--- config.mk ---
export PLATFORM = sky130hd
export DESIGN_NAME = hack_rom_loader_flat
export DESIGN_NICKNAME = d
export VERILOG_FILES = /design/src/rtl/hack_rom_loader_pkg.sv /design/src/rtl/hack_rom_loader_if.sv /design/src/rtl/hack_rom_loader_byte_packer.sv /design/src/rtl/hack_rom_loader.sv /design/src/flat_wrapper.sv
export SDC_FILE = /design/constraint.sdc
export NUM_CORES = 1
export LEC_CHECK = 0
export ABC_AREA = 1
export CAP_MARGIN = 10
export CORE_AREA = 2 2 103 105
export DETAILED_ROUTE_END_ITERATION = 7
export DIE_AREA = 0 0 105 107
export PLACE_DENSITY = 0.65
export SLEW_MARGIN = 15
export SYNTH_ARGS = -nofsm -noshare
export SYNTH_HDL_FRONTEND = slang
export SYNTH_SLANG_ARGS = --single-unit
--- constraint.sdc ---
create_clock -name clk_i -period 1.6 [get_ports clk_i]
set_input_delay 0.32 -clock clk_i [delete_from_list [all_inputs] [get_ports clk_i]]
set_output_delay 0.32 -clock clk_i [all_outputs]
set_load 0.1 [all_outputs]
--- src/rtl/hack_rom_loader_pkg.sv ---
// Shared types and constants for the Hack ROM loader slice.
package hack_pkg;

    localparam int HACK_WORD_W = 16;

    typedef enum logic [2:0] {
        IDLE    = 3'd0,
        LEN_HI  = 3'd1,
        LEN_LO  = 3'd2,
        DATA_HI = 3'd3,
        DATA_LO = 3'd4,
        CHECK   = 3'd5,
        DONE    = 3'd6,
        ERR     = 3'd7
    } loader_state_t;

    function automatic logic [7:0] chk_step(input logic [7:0] acc, input logic [7:0] b);
        return acc ^ b;
    endfunction

endpackage

--- src/rtl/hack_rom_loader_if.sv ---
// Host byte stream, ROM write port and CPU control/status bundle of the loader.
interface hack_rom_loader_if #(
    parameter int ADDR_W = 15
);
    import hack_pkg::*;

    logic                   load_req_i;
    logic [7:0]             byte_i;
    logic                   byte_valid_i;
    logic                   byte_ready_o;
    logic                   wr_en_o;
    logic [ADDR_W-1:0]      wr_addr_o;
    logic [HACK_WORD_W-1:0] wr_data_o;
    logic                   cpu_rst_o;
    logic                   busy_o;
    logic                   done_o;
    logic                   err_o;

    modport master (
        output load_req_i, byte_i, byte_valid_i,
        input  byte_ready_o, wr_en_o, wr_addr_o, wr_data_o,
               cpu_rst_o, busy_o, done_o, err_o
    );

    modport slave (
        input  load_req_i, byte_i, byte_valid_i,
        output byte_ready_o, wr_en_o, wr_addr_o, wr_data_o,
               cpu_rst_o, busy_o, done_o, err_o
    );

endinterface

--- src/rtl/hack_rom_loader_byte_packer.sv ---
// Joins the HI/LO stream bytes into one Hack word and issues a registered write strobe.
module hack_byte_packer
    import hack_pkg::*;
#(
    parameter int ADDR_W = 15
) (
    input  logic                   clk_i,
    input  logic                   rst_n_i,
    input  logic                   hi_en,
    input  logic                   lo_en,
    input  logic [7:0]             din,
    input  logic [ADDR_W-1:0]      addr,
    output logic                   wr_en,
    output logic [ADDR_W-1:0]      wr_addr,
    output logic [HACK_WORD_W-1:0] wr_data
);

    logic [7:0] hi_q;

    // Address/data only move on a write, so they hold between strobes.
    always_ff @(posedge clk_i or negedge rst_n_i) begin
        if (!rst_n_i) begin
            hi_q    <= '0;
            wr_en   <= 1'b0;
            wr_addr <= '0;
            wr_data <= '0;
        end else begin
            wr_en <= lo_en;
            if (hi_en)
                hi_q <= din;
            if (lo_en) begin
                wr_addr <= addr;
                wr_data <= {hi_q, din};
            end
        end
    end

endmodule

--- src/rtl/hack_rom_loader.sv ---
// Hack ROM loader: parses LEN/DATA/CHK frames from a byte stream, writes the ROM, holds the CPU meanwhile.
module hack_rom_loader
    import hack_pkg::*;
#(
    parameter int ADDR_W   = 15,
    parameter bit CPU_HOLD = 1'b1
) (
    input  logic              clk_i,
    input  logic              rst_n_i,
    hack_rom_loader_if.slave  bus
);

    localparam logic [16:0] CAP = 17'(1) << ADDR_W;

    localparam logic [2:0] S_IDLE    = 3'(IDLE);
    localparam logic [2:0] S_LEN_HI  = 3'(LEN_HI);
    localparam logic [2:0] S_LEN_LO  = 3'(LEN_LO);
    localparam logic [2:0] S_DATA_HI = 3'(DATA_HI);
    localparam logic [2:0] S_DATA_LO = 3'(DATA_LO);
    localparam logic [2:0] S_CHECK   = 3'(CHECK);
    localparam logic [2:0] S_DONE    = 3'(DONE);
    localparam logic [2:0] S_ERR     = 3'(ERR);

    logic [2:0]             state;
    logic [7:0]             len_hi;
    logic [7:0]             chk;
    logic [ADDR_W:0]        len_q;
    logic [ADDR_W:0]        cnt;
    logic                   cpu_rst_q;
    logic                   done_q;
    logic                   err_q;
    logic                   ready;
    logic                   busy;
    logic                   accept;
    logic [16:0]            len_n;
    logic [ADDR_W:0]        cnt_nxt;
    logic                   wr_en;
    logic [ADDR_W-1:0]      wr_addr;
    logic [HACK_WORD_W-1:0] wr_data;

    assign ready   = (state == S_LEN_HI) || (state == S_LEN_LO) || (state == S_DATA_HI) ||
                     (state == S_DATA_LO) || (state == S_CHECK);
    assign busy    = !((state == S_IDLE) || (state == S_DONE) || (state == S_ERR));
    assign accept  = bus.byte_valid_i & ready;
    assign len_n   = {1'b0, len_hi, bus.byte_i};
    assign cnt_nxt = cnt + (ADDR_W+1)'(1);

    // Counter is one bit wider than the address so a full-ROM load terminates cleanly.
    always_ff @(posedge clk_i or negedge rst_n_i) begin
        if (!rst_n_i) begin
            state     <= S_IDLE;
            len_hi    <= '0;
            chk       <= '0;
            len_q     <= '0;
            cnt       <= '0;
            cpu_rst_q <= CPU_HOLD;
            done_q    <= 1'b0;
            err_q     <= 1'b0;
        end else begin
            case (state)
                S_IDLE, S_DONE, S_ERR: begin
                    if (bus.load_req_i) begin
                        state     <= S_LEN_HI;
                        chk       <= '0;
                        cnt       <= '0;
                        cpu_rst_q <= CPU_HOLD;
                        done_q    <= 1'b0;
                        err_q     <= 1'b0;
                    end
                end
                S_LEN_HI: begin
                    if (accept) begin
                        len_hi <= bus.byte_i;
                        chk    <= chk_step(chk, bus.byte_i);
                        state  <= S_LEN_LO;
                    end
                end
                S_LEN_LO: begin
                    if (accept) begin
                        chk   <= chk_step(chk, bus.byte_i);
                        len_q <= len_n[ADDR_W:0];
                        if (len_n > CAP) begin
                            state <= S_ERR;
                            err_q <= 1'b1;
                        end else if (len_n == 17'd0) begin
                            state <= S_CHECK;
                        end else begin
                            state <= S_DATA_HI;
                        end
                    end
                end
                S_DATA_HI: begin
                    if (accept) begin
                        chk   <= chk_step(chk, bus.byte_i);
                        state <= S_DATA_LO;
                    end
                end
                S_DATA_LO: begin
                    if (accept) begin
                        chk   <= chk_step(chk, bus.byte_i);
                        cnt   <= cnt_nxt;
                        state <= (cnt_nxt == len_q) ? S_CHECK : S_DATA_HI;
                    end
                end
                S_CHECK: begin
                    if (accept) begin
                        if (bus.byte_i == chk) begin
                            state     <= S_DONE;
                            done_q    <= 1'b1;
                            cpu_rst_q <= 1'b0;
                        end else begin
                            state <= S_ERR;
                            err_q <= 1'b1;
                        end
                    end
                end
                default: state <= S_IDLE;
            endcase
        end
    end

    hack_byte_packer #(
        .ADDR_W (ADDR_W)
    ) u_packer (
        .clk_i   (clk_i),
        .rst_n_i (rst_n_i),
        .hi_en   (accept && (state == S_DATA_HI)),
        .lo_en   (accept && (state == S_DATA_LO)),
        .din     (bus.byte_i),
        .addr    (cnt[ADDR_W-1:0]),
        .wr_en   (wr_en),
        .wr_addr (wr_addr),
        .wr_data (wr_data)
    );

    assign bus.byte_ready_o = ready;
    assign bus.busy_o       = busy;
    assign bus.wr_en_o      = wr_en;
    assign bus.wr_addr_o    = wr_addr;
    assign bus.wr_data_o    = wr_data;
    assign bus.cpu_rst_o    = cpu_rst_q;
    assign bus.done_o       = done_q;
    assign bus.err_o        = err_q;

endmodule
--- src/flat_wrapper.sv ---
// flat-port wrapper written by rule: the top's interface ports become plain ports
module hack_rom_loader_flat import hack_pkg::*;
#(
    parameter int ADDR_W   = 15,
    parameter bit CPU_HOLD = 1'b1
)
  (clk_i, rst_n_i, bus_load_req_i, bus_byte_i, bus_byte_valid_i, bus_byte_ready_o, bus_wr_en_o, bus_wr_addr_o, bus_wr_data_o, bus_cpu_rst_o, bus_busy_o, bus_done_o, bus_err_o);
  hack_rom_loader_if #(.ADDR_W(ADDR_W)) bus_i ();
  input  logic clk_i;
  input  logic rst_n_i;
  input wire logic [$bits(bus_i.load_req_i)-1:0] bus_load_req_i;
  input wire logic [$bits(bus_i.byte_i)-1:0] bus_byte_i;
  input wire logic [$bits(bus_i.byte_valid_i)-1:0] bus_byte_valid_i;
  output wire logic [$bits(bus_i.byte_ready_o)-1:0] bus_byte_ready_o;
  output wire logic [$bits(bus_i.wr_en_o)-1:0] bus_wr_en_o;
  output wire logic [$bits(bus_i.wr_addr_o)-1:0] bus_wr_addr_o;
  output wire logic [$bits(bus_i.wr_data_o)-1:0] bus_wr_data_o;
  output wire logic [$bits(bus_i.cpu_rst_o)-1:0] bus_cpu_rst_o;
  output wire logic [$bits(bus_i.busy_o)-1:0] bus_busy_o;
  output wire logic [$bits(bus_i.done_o)-1:0] bus_done_o;
  output wire logic [$bits(bus_i.err_o)-1:0] bus_err_o;
  assign bus_i.load_req_i = bus_load_req_i;
  assign bus_i.byte_i = bus_byte_i;
  assign bus_i.byte_valid_i = bus_byte_valid_i;
  assign bus_byte_ready_o = bus_i.byte_ready_o;
  assign bus_wr_en_o = bus_i.wr_en_o;
  assign bus_wr_addr_o = bus_i.wr_addr_o;
  assign bus_wr_data_o = bus_i.wr_data_o;
  assign bus_cpu_rst_o = bus_i.cpu_rst_o;
  assign bus_busy_o = bus_i.busy_o;
  assign bus_done_o = bus_i.done_o;
  assign bus_err_o = bus_i.err_o;
  hack_rom_loader #(.ADDR_W(ADDR_W), .CPU_HOLD(CPU_HOLD)) u_core (.clk_i(clk_i), .rst_n_i(rst_n_i), .bus(bus_i));
endmodule
### After elaboration in Yosys (flattened, before gate mapping)

Index checks and enable logic that the tools add are counted.

| storage, ports and cells | value |
|---|---|
| register bits after elaboration | 94 |
| latch bits | 0 |
| RAM bits | 0 |
| bits in read-only memories | 0 |
| bits of input ports | 12 |
| output and inout port bits | 37 |
| logic and storage cells | 89 |
| memories | 0 |

| cells by class | value |
|---|---|
| $add $sub $neg | 1 |
| $mul | 0 |
| divide/modulo/power cells | 0 |
| order comparisons | 1 |
| eq/ne operators | 19 |
| shifts and indexed selects | 0 |
| mux-type cells | 30 |
| bitwise operators | 2 |
| reductions and logical operators | 24 |

Operators by type and width:

| cell | count |
|---|---|
| two-way mux 16 bit | 2 |
| one-hot mux 16 bit (2 select lines) | 1 |
| two-way mux 3 bit | 9 |
| one-hot mux 3 bit (6 select lines) | 1 |
| zero test 17 bit | 1 |
| adder 16 x 1 -> 16 bit, second input constant | 1 |
| == test 16 bit | 1 |
| greater-than comparator 16 bit, second input constant | 1 |
| two-way mux 8 bit | 2 |
| one-hot mux 8 bit (2 select lines) | 1 |
| == test 3 bit, second input constant | 4 |
| inequality test 2 x 1 -> 1 bit, second input constant | 6 |
| AND reduction 6 bit | 2 |
| two-way mux 1 bit | 11 |
| == test 8 bit | 1 |
| inequality test 2 bit, second input constant | 4 |
| bitwise XOR 8 bit | 1 |
| == test 3 x 2 -> 1 bit, second input constant | 2 |
| logical OR 1 bit | 6 |
| AND reduction 3 bit | 2 |
| nonzero test 2 bit | 3 |
| one-hot mux 1 bit (2 select lines) | 2 |
| AND reduction 2 bit | 2 |
| AND reduction 4 bit | 1 |
| 9 further kinds | 10 |

### Longest topological paths before layout

| depth | value |
|---|---|
| word-level depth | 8 |
| depth in mapped cells | 15 |
| mapped depth without buffers | 15 |

### Cells and area by module

A second synthesis with hierarchy kept.

| second synthesis, totals | value |
|---|---|
| cells, all modules | 589 |
| area total of the unflattened synthesis | 4,647.0 sq um |

Modules (own cells, without submodules):

| module | instances | cells each | area each (sq um) | seq. area each (sq um) |
|---|---|---|---|---|
| hack_rom_loader | 1 | 423 | 3,164.3 | 1,352.5 |
| hack_byte_packer | 1 | 166 | 1,482.7 | 1,001.0 |

### Least setup slack after synthesis

OpenSTA, ideal clock, no wires.

| timing | value |
|---|---|
| path type | register to register |
| start point | register u_core.state[0] |
| end point | register u_core.cnt[0] |
| data arrival time | 1,789 ps |
| required time | 1,462 ps |
| path slack | -327 ps |
| cell stages (with the launch flop) | 8 |
| period minus slack after synthesis | 1,927 ps |
| path through | dfrtp_1 > nand2_1 > nor2_1 > nor3_4 > nand2_2 > a21oi_2 > buf_4 > mux2i_1 |

| on the way | value |
|---|---|
| cells in the longest elaborated chain, start to end | 8 |
| elaborated cells between the ends (all ways) | 19 |

Ends and longest elaborated chain:

| element | RTL line | source |
|---|---|---|
| start, declared | hack_rom_loader.sv:24 | `logic [2:0] state;` |
| start signal, assigned | hack_rom_loader.sv:102 | `state <= (cnt_nxt == len_q) ? S_CHECK : S_DATA_HI;` |
| == test 3 x 1 -> 1 bit / == test 3 x 2 -> 1 bit (equally long branches) | hack_rom_loader.sv:41 | `assign ready = (state == S_LEN_HI) \|\| (state == S_LEN_LO) \|\| (state == S_DATA_HI) \|\|` |
| logical OR 1 bit (3 in series) | hack_rom_loader.sv:41 |  |
| logical OR 1 bit | hack_rom_loader.sv:42 | `(state == S_DATA_LO) \|\| (state == S_CHECK);` |
| bitwise AND 1 bit | hack_rom_loader.sv:44 | `assign accept = bus.byte_valid_i & ready;` |
| inequality test 2 x 1 -> 1 bit (no line) | n/a |  |
| AND reduction 3 bit (no line) | n/a |  |
| end signal, assigned | hack_rom_loader.sv:101 | `cnt <= cnt_nxt;` |
| end, declared | hack_rom_loader.sv:28 | `logic [ADDR_W:0] cnt;` |

Several ways; a longest one is shown, not always the timed one.
A chain may end at the register's enable or synchronous reset.

### Final worst setup path

| timing | value |
|---|---|
| start point | register u_core.state[1] |
| end point | output port bus_byte_ready_o |

| on the way | value |
|---|---|
| cells in the longest elaborated chain, start to end | 5 |
| elaborated cells between the ends (all ways) | 9 |

Ends and longest elaborated chain:

| element | RTL line | source |
|---|---|---|
| == test 3 x 1 -> 1 bit / == test 3 x 2 -> 1 bit (equally long branches) | hack_rom_loader.sv:41 |  |
| logical OR 1 bit (3 in series) | hack_rom_loader.sv:41 |  |
| logical OR 1 bit (*) | hack_rom_loader.sv:42 |  |
| end, declared | flat_wrapper.sv:14 | `output wire logic [$bits(bus_i.byte_ready_o)-1:0] bus_byte_ready_o;` |

Every way passes the cells marked *; elsewhere a longest branch is shown, timed or not.

==> impl_metrics.json <==
{
  "number_of_non_filler_instances_in_the_completed_layout": 842,
  "post_synth_edffs": 0,
  "crit_path_end": "bus_byte_ready_o",
  "dp_slack_ns": -0.387,
  "layout_stage_area_growth_over_the_synthesis_result_pct": 58.7,
  "worst_r2r_endpoint": "u_core.state[1]",
  "grt_pass1_vias": 4209,
  "placed_cells_incl_taps": 800,
  "synthesized_area_divided_by_synthesized_cell_count_um2": 8.21,
  "synth_cell_type_count": 35,
  "rsz0062_at_grt": "yes",
  "violations": "negative setup slack",
  "tritoncts_clock_tree": "built",
  "avgRoutedWirePerCell_um": 15.2,
  "drive_above_1_share_pct": 38.7,
  "synth-main-ff-cell": "sky130_fd_sc_hd__dfrtp_1",
  "cts.path.max_buffers": 2,
  "worst_setup_hold_path_clk_slew_ns": 0.12,
  "worstSetupEndpointType": "output pin",
  "total_of_warnings_raised_by_yosys": 0,
  "outcome": "finished, violations left",
  "drt-total-wl_um": 12800,
  "gp_congestion": 0.831,
  "routed_via_density": 5.13,
  "finalNetCount": 714,
  "period_needed_ns": 1.97,
  "design.core.area_um2": 10100,
  "final_cell_mix": "sky130_fd_sc_hd__nand2_1 (140), sky130_fd_sc_hd__dfrtp_1 (90), sky130_fd_sc_hd__buf_4 (87)",
  "die-height_um": 107,
  "required_ns": 1.28,
  "start_util_pct": 44.4,
  "critPathSlowestCell": "sky130_fd_sc_hd__dfrtp_1",
  "drc": 0,
  "detail_route.first_pass.iterations": 4,
  "synth_seq_area_share_pct": 52.6,
  "synth_nets": 558,
  "ctsHtreeMaxLevel": 3,
  "final_core_utilization_pct": 70.4,
  "port-buffer-count": 48,
  "relSlewSlack_pct": 80.1,
  "crit_arrival_ns": 1.65,
  "p_per_area_nw_per_um2": 2290,
  "die_area_um2": 11200,
  "ioPinCount": 49,
  "critPathLaunch": "u_core.state[1]",
  "grt_usage_pct": 22.6,
  "max_freq_mhz": 508,
  "insertedDiodeCount": 0,
  "design_power_total_mw": 16.3,
  "ant_nets": 0,
  "yosys_register_bits": 94,
  "clock_skew_ns": 0.0156,
  "cap_viol_max_count": 0,
  "cts_inserted_buffers": 9,
  "tightest_slew_ns": 0.298,
  "clkSinkCount": 94,
  "hold_viol": 0,
  "fin_crit_sh_pct": 123,
  "hold_path.class": "input pin to async pin",
  "routed-via-count": 4317,
  "fraction_of_synthesis_flops_using_an_asynchronous_set_or_reset_pin_pct": 100,
  "timing_worst_setup_path_type": "flop to output pin",
  "sum_of_net_half_perimeters_after_detailed_placement_um": 8340,
  "total_number_of_placement_rows": 37,
  "floorplan.die.width_um": 105,
  "drv_slew": 0,
  "irDropWorstVdd_mv": 1.83,
  "grt_antenna_before_repair": 0,
  "grt_max_degree": 61,
  "worst_path_fanout_max": 3,
  "grt_overflow": 0,
  "power_leakage_nw": 3.34,
  "timing.reg2reg.worst_path_depth": 12,
  "clk-insertion-delay-late_ns": 0.39,
  "reg2reg_from": "u_core.cnt[0]",
  "crit_chain": "inv_2, nand2_4, nor2_4, nor3_4, buf_6, buf_6, nand2_4, buf_12",
  "layout_commonest_cell": "sky130_fd_sc_hd__nand2_1",
  "slowest_delay_ns": 0.42,
  "wire_length_of_the_first_global_routing_pass_um": 20200,
  "cp-start-kind": "flop",
  "synth.cell_area_um2": 4480,
  "drt_first_iter_violations": 159,
  "setup_viol_count_final": 33,
  "worst-r2r-setup-slack_ns": -0.35,
  "gate_count_after_technology_mapping": 545,
  "timing.final.ws_setup_ns": -0.368,
  "clockRootBuffer": "sky130_fd_sc_hd__clkbuf_8"
}
-- critical path: cells and delay by family (launching register included) --
kind / cells / cell delay [ns]
buffers and inverters: 4 / 0.52
DFF: 1 / 0.42
and+or+nand+nor: 4 / 0.32
-- worst min-delay path by stage --
stage / to / slack, ns / depth (start not counted)
after detailed placement: u_core.u_packer.wr_addr[2] / 0.20 / 1
after global routing: u_core.u_packer.wr_addr[3] / 0.36 / 2
after CTS: u_core.u_packer.wr_addr[2] / 0.34 / 2
final: u_core.u_packer.wr_addr[3] / 0.34 / 2
after floorplan: u_core.bus.done_o / 0.02 / 0
after global placement: u_core.u_packer.wr_addr[3] / 0.21 / 1
-- state kept, by name (all words and copies together), names as in the netlist --
signal                   flops
u_core.bus.cpu_rst_o         1
u_core.u_packer.wr_en        1
u_core.state                 3
u_core.bus.err_o             1
u_core.u_packer.hi_q         8
u_core.len_q                16
u_core.cnt                  16
u_core.u_packer.wr_addr     15
u_core.chk                   8
u_core.u_packer.wr_data     16
u_core.bus.done_o            1
u_core.len_hi                8
-- per-stage QoR --
step | instance area [um^2] | hold WS [ns] | TNS [ns]
floorplan | 4520 | 0.0244 | -2.45
global placement | 6150 | 0.205 | -2.96
detailed placement | 6150 | 0.204 | -3.71
CTS | 6790 | 0.340 | -5.49
global route | 7100 | 0.364 | -9.11
finish | 7100 | 0.341 | -6.85
-- cells by family (layout without fill, tap and decap cells) --
family                     Yosys count  after routing  share of synthesized area [%]
and+or+nand+nor                    274            274                           26.9
buffers and inverters               74            235                           6.37
AOI/OAI and AO/OA                   86             86                           10.3
adders and majority gates            1              1                          0.279
DFF                                 94             94                           52.6
muxes                                4              4                          0.978
xor gates and xnor gates            12             12                           2.66
-- layer usage --
layer | share of wire, % | GRT usage [%]
met4 | 2.6 | 8.67
met2 | 49 | 39.4
met3 | 4.2 | 4.26
met1 | 44 | 27.9
met5 | 0 | 0
-- timing repair --
item | CTS | global route
gates cloned | 2 | 2
hold buffers | 1 | 0
setup buffers | 16 | 7
pin swaps | 23 | 28
hold endpoints to repair | 13 | 0
setup endpoints to repair | 30 | 46
gates resized for setup | 69 | 68
-- synth_stat cells, types with 2 or more instances --
| cell type | number | area [um^2] |
|---|---|---|
| sky130_fd_sc_hd__o22ai_1 | 14 | 87.6 |
| sky130_fd_sc_hd__nor3_1 | 2 | 10.0 |
| sky130_fd_sc_hd__a21oi_1 | 6 | 30.0 |
| sky130_fd_sc_hd__inv_2 | 8 | 30.0 |
| sky130_fd_sc_hd__o21ai_1 | 6 | 30.0 |
| sky130_fd_sc_hd__nor2_2 | 6 | 37.5 |
| sky130_fd_sc_hd__nand4_1 | 10 | 62.6 |
| sky130_fd_sc_hd__or2_2 | 2 | 12.5 |
| sky130_fd_sc_hd__nor2_1 | 40 | 150 |
| sky130_fd_sc_hd__xor2_1 | 8 | 70.1 |
| sky130_fd_sc_hd__xnor2_1 | 3 | 26.3 |
| sky130_fd_sc_hd__inv_1 | 52 | 195 |
| sky130_fd_sc_hd__nor2_4 | 3 | 33.8 |
| sky130_fd_sc_hd__nand3_1 | 36 | 180 |
| sky130_fd_sc_hd__buf_2 | 3 | 15.0 |
| sky130_fd_sc_hd__nor4_1 | 2 | 12.5 |
| sky130_fd_sc_hd__nand3b_1 | 7 | 52.6 |
| sky130_fd_sc_hd__clkbuf_1 | 10 | 37.5 |
| sky130_fd_sc_hd__mux2_2 | 3 | 33.8 |
| sky130_fd_sc_hd__nand2_1 | 162 | 608 |
| sky130_fd_sc_hd__dfrtp_1 | 93 | 2330 |
| sky130_fd_sc_hd__o21ai_0 | 56 | 280 |
-- power breakdown --
| part | internal (mW) | switching, mW |
|---|---|---|
| logic | 4.11 | 6.28 |
| registers | 3.33 | 0.890 |
| clock network | 0.629 | 1.02 |
| total | 8.07 | 8.20 |
-- final cells by class --
cell class / count / area, um^2
clock buffer: 9 / 124
clock inverter: 7 / 86.3
fill: 807 / 2990
inverter: 60 / 230
multi-input combinational: 377 / 2290
sequential: 94 / 2360
tap: 136 / 170
timing repair buffer: 159 / 1850
Power figures use the tool's default switching activity.
